--- config.mk ---
export PLATFORM = sky130hd
export DESIGN_NAME = pixel_add_pipe
export DESIGN_NICKNAME = d
export VERILOG_FILES = /design/src/rtl/pixel_add_pipe_pkg.sv /design/src/rtl/pixel_add_pipe_rca.sv /design/src/rtl/pixel_add_pipe.sv
export SDC_FILE = /design/constraint.sdc
export NUM_CORES = 1
export LEC_CHECK = 0
export ABC_AREA = 1
export CORE_UTILIZATION = 49
export CTS_CLUSTER_DIAMETER = 120
export DETAILED_ROUTE_END_ITERATION = 7
export PLACE_DENSITY = 0.74
export SLEW_MARGIN = 20
export SYNTH_ARGS = -nofsm -noshare
export SYNTH_HDL_FRONTEND = slang
export SYNTH_SLANG_ARGS = --single-unit
--- constraint.sdc ---
create_clock -name clk -period 4.3 [get_ports clk]
set_input_delay 0.645 -clock clk [delete_from_list [all_inputs] [get_ports clk]]
set_output_delay 0.645 -clock clk [all_outputs]
set_load 0.01 [all_outputs]
--- src/rtl/pixel_add_pipe_pkg.sv ---
// Shared constants, pipeline record types and IMPLY-gate helpers for pixel_add_pipe.
package pixel_add_pipe_pkg;

  localparam int PIX_W = 8;

  localparam logic MODE_ADD_SAT = 1'b0;
  localparam logic MODE_AVG     = 1'b1;

  localparam logic [PIX_W-1:0] PIX_MAX = 8'hFF;

  typedef struct packed {
    logic [PIX_W-1:0] a;
    logic [PIX_W-1:0] b;
    logic             mode;
  } opnd_t;

  // Material implication p -> q; every other gate of the adder core is built from it.
  function automatic logic imp(input logic p, input logic q);
    return ~p | q;
  endfunction

  function automatic logic imp_not(input logic p);
    return imp(p, 1'b0);
  endfunction

  function automatic logic imp_or(input logic p, input logic q);
    return imp(imp_not(p), q);
  endfunction

  function automatic logic imp_and(input logic p, input logic q);
    return imp_not(imp(p, imp_not(q)));
  endfunction

  function automatic logic imp_xor(input logic p, input logic q);
    return imp_and(imp_or(p, q), imp_not(imp_and(p, q)));
  endfunction

endpackage

--- src/rtl/pixel_add_pipe_rca.sv ---
// IMPLY-logic 8-bit ripple-carry adder core; purely combinational, one carry hop per bit.
module pixel_add_pipe_rca
  import pixel_add_pipe_pkg::*;
(
  input  logic [PIX_W-1:0] a_i,
  input  logic [PIX_W-1:0] b_i,
  input  logic             cin_i,
  output logic [PIX_W-1:0] sum_o,
  output logic             cout_o
);

  logic carry_c;
  logic prop_c;

  always_comb begin
    carry_c = cin_i;
    prop_c  = 1'b0;
    sum_o   = '0;
    for (int i = 0; i < PIX_W; i++) begin
      prop_c   = imp_xor(a_i[i], b_i[i]);
      sum_o[i] = imp_xor(prop_c, carry_c);
      carry_c  = imp_or(imp_and(a_i[i], b_i[i]), imp_and(prop_c, carry_c));
    end
    cout_o = carry_c;
  end

endmodule

--- src/rtl/pixel_add_pipe.sv ---
// Two-stage streaming pixel adder (saturating add / rounded average) with end-of-line marking.
// Optional clamp-event counter enabled by defining PIX_ADD_SAT_CNT_EN.
module pixel_add_pipe
  import pixel_add_pipe_pkg::*;
#(
  parameter int LINE_W = 640
) (
  input  logic             clk,
  input  logic             rst,
  input  logic             in_valid,
  output logic             in_ready,
  input  logic [PIX_W-1:0] in_a,
  input  logic [PIX_W-1:0] in_b,
  input  logic             in_mode,
  output logic             out_valid,
  input  logic             out_ready,
  output logic [PIX_W-1:0] out_pix,
  output logic             out_sat,
`ifdef PIX_ADD_SAT_CNT_EN
  output logic [15:0]      sat_cnt,
  input  logic             sat_cnt_clr,
`endif
  output logic             out_eol
);

  localparam int CNT_W = $clog2(LINE_W);
  localparam logic [CNT_W-1:0] POS_LAST = CNT_W'(LINE_W - 1);

  logic             v1_q, v1_d;
  opnd_t            opnd_q, opnd_d;
  logic             v2_q, v2_d;
  logic [PIX_W-1:0] pix_q, pix_d;
  logic             sat_q, sat_d;
  logic [CNT_W-1:0] pos_q, pos_d;

  logic             adv1, adv2, out_hs;
  logic [PIX_W-1:0] core_sum;
  logic             core_cout;
  logic [PIX_W-1:0] res_pix;
  logic             res_sat;

  // Handshake: a transfer happens on a rising edge where valid && ready; a source
  // holds valid and its data until that edge, and ready never waits on valid.
  assign adv2     = !v2_q || out_ready;
  assign adv1     = !v1_q || adv2;
  assign in_ready = adv1;
  assign out_hs   = v2_q && out_ready;

  pixel_add_pipe_rca u_rca (
    .a_i    (opnd_q.a),
    .b_i    (opnd_q.b),
    .cin_i  (opnd_q.mode),
    .sum_o  (core_sum),
    .cout_o (core_cout)
  );

  // Averaging rides on Cin = 1, so {Cout, Sum[7:1]} is the rounded-up half.
  always_comb begin
    if (opnd_q.mode == MODE_AVG) begin
      res_pix = {core_cout, core_sum[PIX_W-1:1]};
      res_sat = 1'b0;
    end else begin
      res_pix = core_cout ? PIX_MAX : core_sum;
      res_sat = core_cout;
    end
  end

  always_comb begin
    v1_d   = v1_q;
    opnd_d = opnd_q;
    v2_d   = v2_q;
    pix_d  = pix_q;
    sat_d  = sat_q;
    pos_d  = pos_q;
    if (adv1) begin
      v1_d = in_valid;
      if (in_valid) opnd_d = '{a: in_a, b: in_b, mode: in_mode};
    end
    if (adv2) begin
      v2_d = v1_q;
      if (v1_q) begin
        pix_d = res_pix;
        sat_d = res_sat;
      end
    end
    if (out_hs) pos_d = (pos_q == POS_LAST) ? '0 : pos_q + CNT_W'(1);
  end

  always_ff @(posedge clk or posedge rst) begin
    if (rst) begin
      v1_q   <= 1'b0;
      opnd_q <= '0;
      v2_q   <= 1'b0;
      pix_q  <= '0;
      sat_q  <= 1'b0;
      pos_q  <= '0;
    end else begin
      v1_q   <= v1_d;
      opnd_q <= opnd_d;
      v2_q   <= v2_d;
      pix_q  <= pix_d;
      sat_q  <= sat_d;
      pos_q  <= pos_d;
    end
  end

  assign out_valid = v2_q;
  assign out_pix   = pix_q;
  assign out_sat   = sat_q;
  assign out_eol   = v2_q && (pos_q == POS_LAST);

`ifdef PIX_ADD_SAT_CNT_EN
  logic [15:0] sat_cnt_q, sat_cnt_d;

  // Clear wins over a same-edge increment; the count sticks at all-ones.
  always_comb begin
    sat_cnt_d = sat_cnt_q;
    if (sat_cnt_clr) sat_cnt_d = '0;
    else if (out_hs && sat_q && (sat_cnt_q != 16'hFFFF)) sat_cnt_d = sat_cnt_q + 16'd1;
  end

  always_ff @(posedge clk or posedge rst) begin
    if (rst) sat_cnt_q <= '0;
    else     sat_cnt_q <= sat_cnt_d;
  end

  assign sat_cnt = sat_cnt_q;
`endif

endmodule

# Word level (Yosys, flattened, before mapping)
# Cells that the tools add are included.
[word_totals]
ff_bits = 38
latch_bits = 0
ram_bits = 0
mem_bits_ro = 0
input_bits = 21
out_inout_bits = 12
wordCells = 150
mem_count = 0
[op_classes]
add_sub_neg = 1
mul = 0
n_div = 0
n_lt_le_gt_ge = 0
n_eq_ne = 1
shifts = 0
mux = 4
bitwise = 128
reduce_logical = 8
[ops]
columns = ["operator", "count"]
rows = [
  ["$not 1->1", 72],
  ["$or 1x1->1", 56],
  ["$mux 8", 2],
  ["$add 10x1->10 const B", 1],
  ["$eq 10x10->1 const B", 1],
  ["$mux 10", 1],
  ["$reduce_and 2->1", 2],
  ["$logic_and 1x1->1", 2],
  ["$logic_not 1->1", 2],
  ["$logic_or 1x1->1", 2],
  ["$mux 1", 1],
]

# Logic depth before layout (Yosys ltp)
# Gate-level depths: netlist of the first run.
[logic_depth]
word_depth = 38
mapped_depth = 16

# Hierarchy
# A second synthesis of the first run with hierarchy kept.
[hier_totals]
hier_cells = 221
area_unflattened_um2 = 1901.8
[by_module_without_submodules]
columns = ["module", "n_inst", "cells_per_inst", "area_each_um2", "seq_area_each_um2"]
rows = [
  ["pixel_add_pipe", 1, 203, 1704.1, 950.9],
  ["pixel_add_pipe_rca", 1, 18, 197.7, 0.0],
]

# Least setup slack after synthesis of the first run
# Ideal clock, no wire load.
[synth_timing]
path_type = "register -> register"
startpoint = "register opnd_q[0] (netlist bit)"
endpoint = "register pix_q[7] (netlist: out_pix[7])"
setup_time_ps = 65
arrival_ps = 3699
slack_ps = 536
path_stages_with_launch = 15
n_path_buf = 0
period_less_slack_ps = 3764
path_cell_list = "dfrtp_1 -> inv_1 -> fa_1 -> inv_1 -> fa_1 -> fa_1 -> fa_1 -> fa_1 -> fa_1 -> fa_1 -> inv_1 -> fa_1 -> o21ai_0 -> nand2_1 -> nand2_1"
[synth_via]
elab_chain_cells = 35
[synth_rtl]
columns = ["element", "line", "rtl"]
rows = [
  ["start: declaration", "pixel_add_pipe.sv:30", "opnd_t opnd_q, opnd_d;"],
  ["start signal: assignment", "pixel_add_pipe.sv:99", "opnd_q <= opnd_d;"],
  ["$not 1->1", "pixel_add_pipe_pkg.sv:19", "return ~p | q;"],
  ["$or 1x1->1", "pixel_add_pipe_pkg.sv:19", ""],
  ["$not 1->1", "--", ""],
  ["$or 1x1->1", "pixel_add_pipe_pkg.sv:19", ""],
  ["$not 1->1", "pixel_add_pipe_pkg.sv:19", ""],
  ["$or 1x1->1", "pixel_add_pipe_pkg.sv:19", ""],
  ["$not 1->1", "pixel_add_pipe_pkg.sv:19", ""],
  ["$or 1x1->1", "pixel_add_pipe_pkg.sv:19", ""],
  ["(+19 left out)", "--", ""],
  ["$or 1x1->1", "pixel_add_pipe_pkg.sv:19", ""],
  ["$not 1->1", "pixel_add_pipe_pkg.sv:19", ""],
  ["$or 1x1->1", "pixel_add_pipe_pkg.sv:19", ""],
  ["$not 1->1", "pixel_add_pipe_pkg.sv:19", ""],
  ["$or 1x1->1", "pixel_add_pipe_pkg.sv:19", ""],
  ["$not 1->1", "pixel_add_pipe_pkg.sv:19", ""],
  ["$mux 8", "pixel_add_pipe.sv:63", "res_pix = core_cout ? PIX_MAX : core_sum;"],
  ["$mux 8 *", "pixel_add_pipe.sv:59", "if (opnd_q.mode == MODE_AVG) begin"],
  ["end signal: assignment", "pixel_add_pipe.sv:101", "pix_q <= pix_d;"],
  ["end: declaration", "pixel_add_pipe.sv:32", "logic [PIX_W-1:0] pix_q, pix_d;"],
]
# Mark *: on every way between the ends. The rest lies on a longest branch, timed or not.
# A chain may end at the register's enable or synchronous reset.

# Final worst setup path of the first run
# Ends and elaborated chain as after synthesis.

==> metrics.yaml, run 1 <==
cts_tree: "yes"
crit_required_ns: 4.53
die_area_um2: 4230
portBuffers: 32
drv_slew: 0
ctsResizeCount: 0
yosys.area.top_type: "dfrtp_1"
fp-row-count: 22
holdCritStartpoint: "out_sat"
netlist_area_um2: 1950
final_util: 0.637
area_growth_pct: 22.6
post_drt_via_cell_ratio: 4.96
drtAntennaViolNets: 0
timing.hold.ws_ns: 0.484
pre_cts_ws_ns: 0.370
irDropWorstVdd_v: 0.000251
clockBufferDepth: 2
grt_pass1_wl_mm: 6.49
cts_sinks: 38
antenna_found_initial: 0
place_congestion: 0.863
r2r_end: "out_pix[7]"
finalCritPeriodShare: 0.915
yosys-top-cells-area: "dfrtp_1 49%, nand2_1 12%, fa_1 8.2%"
clock_skew_ns: 0.00472
min_to: "out_sat"
slew_headroom: 0.394
clockRootBuffer: "clkbuf_8"
dieHeight_um: 65.0
grt_usage: 0.206
end_kind: "flip-flop"
tightestPinTransition_ns: 0.903
final_cells: 306
min_path_type: "reg2reg"
hold_buffers: 0
grt_max_degree: 26
synth.most_common_cell: "nand2_1"
finalHoldViolCount: 0
regToRegStartpoint: "opnd_q[0]"
drt_iter0_drc: 74
setup.worst_path.class: "reg2reg"
synth_top_area_frac: 0.489
clk_pin_slew_ns: 0.07
setup_ws_ns: 0.366
ys.flop_type: "dfrtp_1"
placedCellCount: 300
min_path_cells: 2
synth_edf_count: 0
htreeDepth: 2
synth.top_cells.by_count: "64 x nand2_1, 38 x dfrtp_1, 25 x inv_1"
ios: 33
grt_overflow: 0
cts_setup_buffers: 0
synthCells: 224
wl_per_cell_um: 11.5
clk-insertion-delay-late_ns: 0.28
setup_viol_count_final: 0
cts_buffers: 5
outcome: "finished clean"
core_area_um2: 3740
arrival_ns: 4.16
rrSetupSlack_ns: 0.37
use_met3: 0.0599
diodes: 0
grt_use_met2: 0.305
cp-start-kind: "flip-flop"
async_flop_share: 1.00
synth.avg_cell_area_um2: 8.69
die_w_um: 65.0
place_hpwl_mm: 2.67
start_util: 0.520
firstDrtPassIters: 4
max_clock_freq_mhz: 254
rsz0062_at_grt: "no"
placed_cell_area_um2: 2300
synth_nets: 254
synth-seq-cells: 38
ys_types: 28
powerDensity_nw_per_um2: 490
route.vias.total: 1519
drv_cap: 0
yosys_warnings: 0
fin_setup_tns_ns: 0
wirelength_mm: 3.53
final_area_um2: 2380
drc: 0
met1_usage: 0.280
fin_nets: 289
busiest_layer: "met2"
r2r_cells: 14
ys_seq_area_frac: 0.489
drive_above_1_share: 0.0736
grt_pass1_vias: 1452
power_mw: 1.17
worstPathMaxFanout: 7
leakage_nw: 1.19
layout_min_cycle_time_ns: 3.93
cell families after synthesis:
kind of cell	share of synthesized area
AOI/OAI and AO/OA	0.0560
DFF	0.489
xor gates and xnor gates	0.00900
adders and majority gates	0.0887
buffers and inverters	0.0720
and+or+nand+nor	0.286
cell usage in the layout, fill, tap and decap left out, drive strengths merged:
master / count
fa: 8
nand4: 5
buf: 2
nand3: 24
a31oi: 1
or2: 2
o211ai: 5
o21ai: 5
inv: 26
a21oi: 8
xor2: 1
nand2: 67
xnor2: 1
ha: 1
nor3: 3
nor4: 1
dfrtp: 38
clkdlybuf4s50: 32
nor2: 21
clkinv: 1
clkbuf: 6
layer usage:
layer  vias up  share of wire
met4         0          0.019
met5         -              0
met2        32           0.43
li1        777              -
met1       704           0.51
met3         6          0.039
critical path: stages, from the launching register on:
cell and delay (ns):
dfrtp_1 0.38, inv_1 0.17, fa_1 0.20, inv_1 0.05
fa_1 0.37, fa_1 0.39, fa_1 0.39, fa_1 0.39
fa_1 0.39, fa_1 0.38, inv_1 0.08, fa_1 0.41
o21ai_0 0.17, nand2_1 0.07, nand2_1 0.05
worst max-delay path by stage:
stage | startpoint | end | cells after the start
after floorplan | opnd_q[0] | out_pix[7] | 14
after global placement | opnd_q[0] | out_pix[7] | 14
after detailed placement | opnd_q[0] | out_pix[7] | 14
after CTS | opnd_q[0] | out_pix[7] | 14
after global routing | opnd_q[0] | out_pix[3] | 16
final | opnd_q[0] | out_pix[7] | 14
sequential cells by signal, indices dropped and copies added, names as in the netlist:
register	cells
out_pix	8
v1_q	1
out_valid	1
out_sat	1
opnd_q	17
pos_q	10
cell type report:
cell class / instances / area [um^2]
inverter: 27 / 101
timing repair buffer: 34 / 335
multi-input combinational: 153 / 855
clock buffer: 6 / 82.6
sequential: 38 / 951
fill: 337 / 1360
tap: 48 / 60.1
where the power goes:
group / internal, mW / switching, mW
logic: 0.199 / 0.207
clock network: 0.123 / 0.111
registers: 0.450 / 0.0777
Power figures use the tool's default switching activity.
==> run 2: changes to the inputs <==
--- a/config.mk
+++ b/config.mk
@@ -6,10 +6,12 @@
 export NUM_CORES = 1
 export LEC_CHECK = 0
 export ABC_AREA = 1
-export CORE_UTILIZATION = 49
+export CELL_PAD_IN_SITES_DETAIL_PLACEMENT = 1
+export CELL_PAD_IN_SITES_GLOBAL_PLACEMENT = 2
+export CORE_UTILIZATION = 31
 export CTS_CLUSTER_DIAMETER = 120
 export DETAILED_ROUTE_END_ITERATION = 7
-export PLACE_DENSITY = 0.74
+export PLACE_DENSITY = 0.77
 export SLEW_MARGIN = 20
 export SYNTH_ARGS = -nofsm -noshare
 export SYNTH_HDL_FRONTEND = slang
==> run 2 against run 1 <==
Compared with the run above: combinational power is essentially flat; first-iteration DRC count shrank 4.1%; critical path depth is the same; via count grew 0.13%; wire length grew 16%; sequential power is essentially flat; non-clock buffer count is the same; core utilization shrank 23 points.
==> metrics.yaml, run 2 (synthesized netlist as in run 1, its figures left out) <==
ctsResizeCount: 0
clk_pin_slew_ns: 0.07
fill_cells: 724
finalCritPeriodShare: 0.928
die_area_um2: 6600
drc: 0
cpPeakStageDelay_ns: 0.42
end_kind: "flip-flop"
cts_tree: "yes"
fp-row-count: 28
largest_reg_flops: 17
fin_nets: 289
outcome: "finished clean"
place_congestion: 0.749
crit_required_ns: 4.53
cts_sinks: 38
timing.hold.ws_ns: 0.496
arrival_ns: 4.22
finalHoldViolCount: 0
start_util: 0.325
crit_chain: "inv_1 -> fa_1 -> inv_1 -> fa_1 -> fa_1 -> fa_1 -> fa_1 -> fa_1 -> fa_1 -> inv_1 -> fa_1 -> o21ai_0 -> nand2_1 -> nand2_1"
rsz0062_at_grt: "no"
setup_viol_count_final: 0
clk-insertion-delay-late_ns: 0.29
cts_buffers: 5
antenna_found_initial: 0
grt_pass1_wl_mm: 7.13
max_clock_freq_mhz: 251
drv_cap: 0
grt_max_degree: 39
slew_headroom: 0.669
largest-register: "opnd_q"
grt_overflow: 0
grt_usage: 0.144
r2r_cells: 14
clockRootBuffer: "clkbuf_8"
powerDensity_nw_per_um2: 489
dieHeight_um: 81.2
layout_min_cycle_time_ns: 3.99
slowest_stage: "fa_1"
layout_commonest_cell: "nand2_1"
htreeDepth: 2
portBuffers: 32
final_util: 0.405
tightestPinTransition_ns: 0.496
cts_setup_buffers: 0
diodes: 0
placed_cell_area_um2: 2340
wirelength_mm: 4.10
wl_per_cell_um: 12.3
leakage_nw: 1.19
drv_slew: 0
seq_area_um2: 951
min_path_type: "reg2reg"
worstPathMaxFanout: 7
regToRegStartpoint: "opnd_q[0]"
clockBufferDepth: 2
setup.worst_path.class: "reg2reg"
drt_iter0_drc: 71
rrSetupSlack_ns: 0.31
route.vias.total: 1521
clock_skew_ns: 0.00494
drtAntennaViolNets: 0
hold_buffers: 0
cp-start-kind: "flip-flop"
ios: 33
setup_ws_ns: 0.311
area_growth_pct: 24.8
holdCritStartpoint: "out_pix[5]"
r2r_end: "out_pix[7]"
final_cell_mix: "64 x nand2_1, 38 x dfrtp_1, 32 x clkdlybuf4s50_1"
grt_pass1_vias: 1461
cp_common_cell: "fa_1"
die_w_um: 81.2
fin_setup_tns_ns: 0
min_path_cells: 2
place_hpwl_mm: 3.11
core_area_um2: 5990
pre_cts_ws_ns: 0.362
drive_above_1_share: 0.0769
final_area_um2: 2430
irDropWorstVdd_v: 0.000185
multi_input_area_um2: 855
min_to: "out_pix[5]"
firstDrtPassIters: 4
post_drt_via_cell_ratio: 4.54
run 2: cell types whose count changed in the layout (fill, tap and decap cells not counted), sizes merged:
cell	before	now
inv	26	27
clkbuf	6	7
run 2: layer usage:
layer	global-route usage	vias to the layer above	wire [um]
li1	-	778	-
met2	0.195	29	1700
met1	0.220	707	2210
met5	0	-	0
met3	0.0303	7	130
met4	0.0536	0	65
run 2: worst max path at each step:
stage	startpoint	end	slack, ns	cells past startpoint
6_report	opnd_q[0]	out_pix[7]	0.31	14
5_1_grt	opnd_q[0]	out_pix[3]	0.11	16
4_1_cts	opnd_q[0]	out_pix[7]	0.30	14
3_5_place_dp	opnd_q[0]	out_pix[7]	0.36	14
3_3_place_gp	opnd_q[0]	out_pix[7]	0.43	14
2_1_floorplan	opnd_q[0]	out_pix[7]	0.54	14
run 2: area by class of cell:
cell class | instances | share of cell area
clock inverter | 1 | 0.00206
inverter | 27 | 0.0418
tap | 75 | 0.0387
sequential | 38 | 0.392
clock buffer | 7 | 0.0356
multi-input combinational | 153 | 0.352
timing repair buffer | 34 | 0.138
run 2: worst max-delay path: cells and delay by family (launching register included):
family	cells	cell delay (ns)
DFF	1	0.38
AOI/OAI and AO/OA	1	0.16
adders and majority gates	8	2.98
buffers and inverters	3	0.30
and+or+nand+nor	2	0.12
run 2: through the flow:
stage / total power, mW / instances
detailed placement: 0.947 / 327
global route: 1.29 / 335
CTS: 1.20 / 335
finish: 1.19 / 335
global placement: 0.936 / 327
floorplan: 0.769 / 224
run 2: power breakdown:
part           total, mW  switching (mW)  internal (mW)
Clock              0.252           0.123          0.129
Combinational      0.408           0.209          0.199
Sequential         0.526          0.0772          0.449
Total               1.19           0.409          0.777
==> run 3: changes to the inputs <==
--- a/config.mk
+++ b/config.mk
@@ -6,6 +6,7 @@
 export NUM_CORES = 1
 export LEC_CHECK = 0
 export ABC_AREA = 1
+export CAP_MARGIN = 20
 export CELL_PAD_IN_SITES_DETAIL_PLACEMENT = 1
 export CELL_PAD_IN_SITES_GLOBAL_PLACEMENT = 2
 export CORE_UTILIZATION = 31
==> results of run 3 <==
Same layout as run 2: the final DEF is identical, and so are final timing and power.
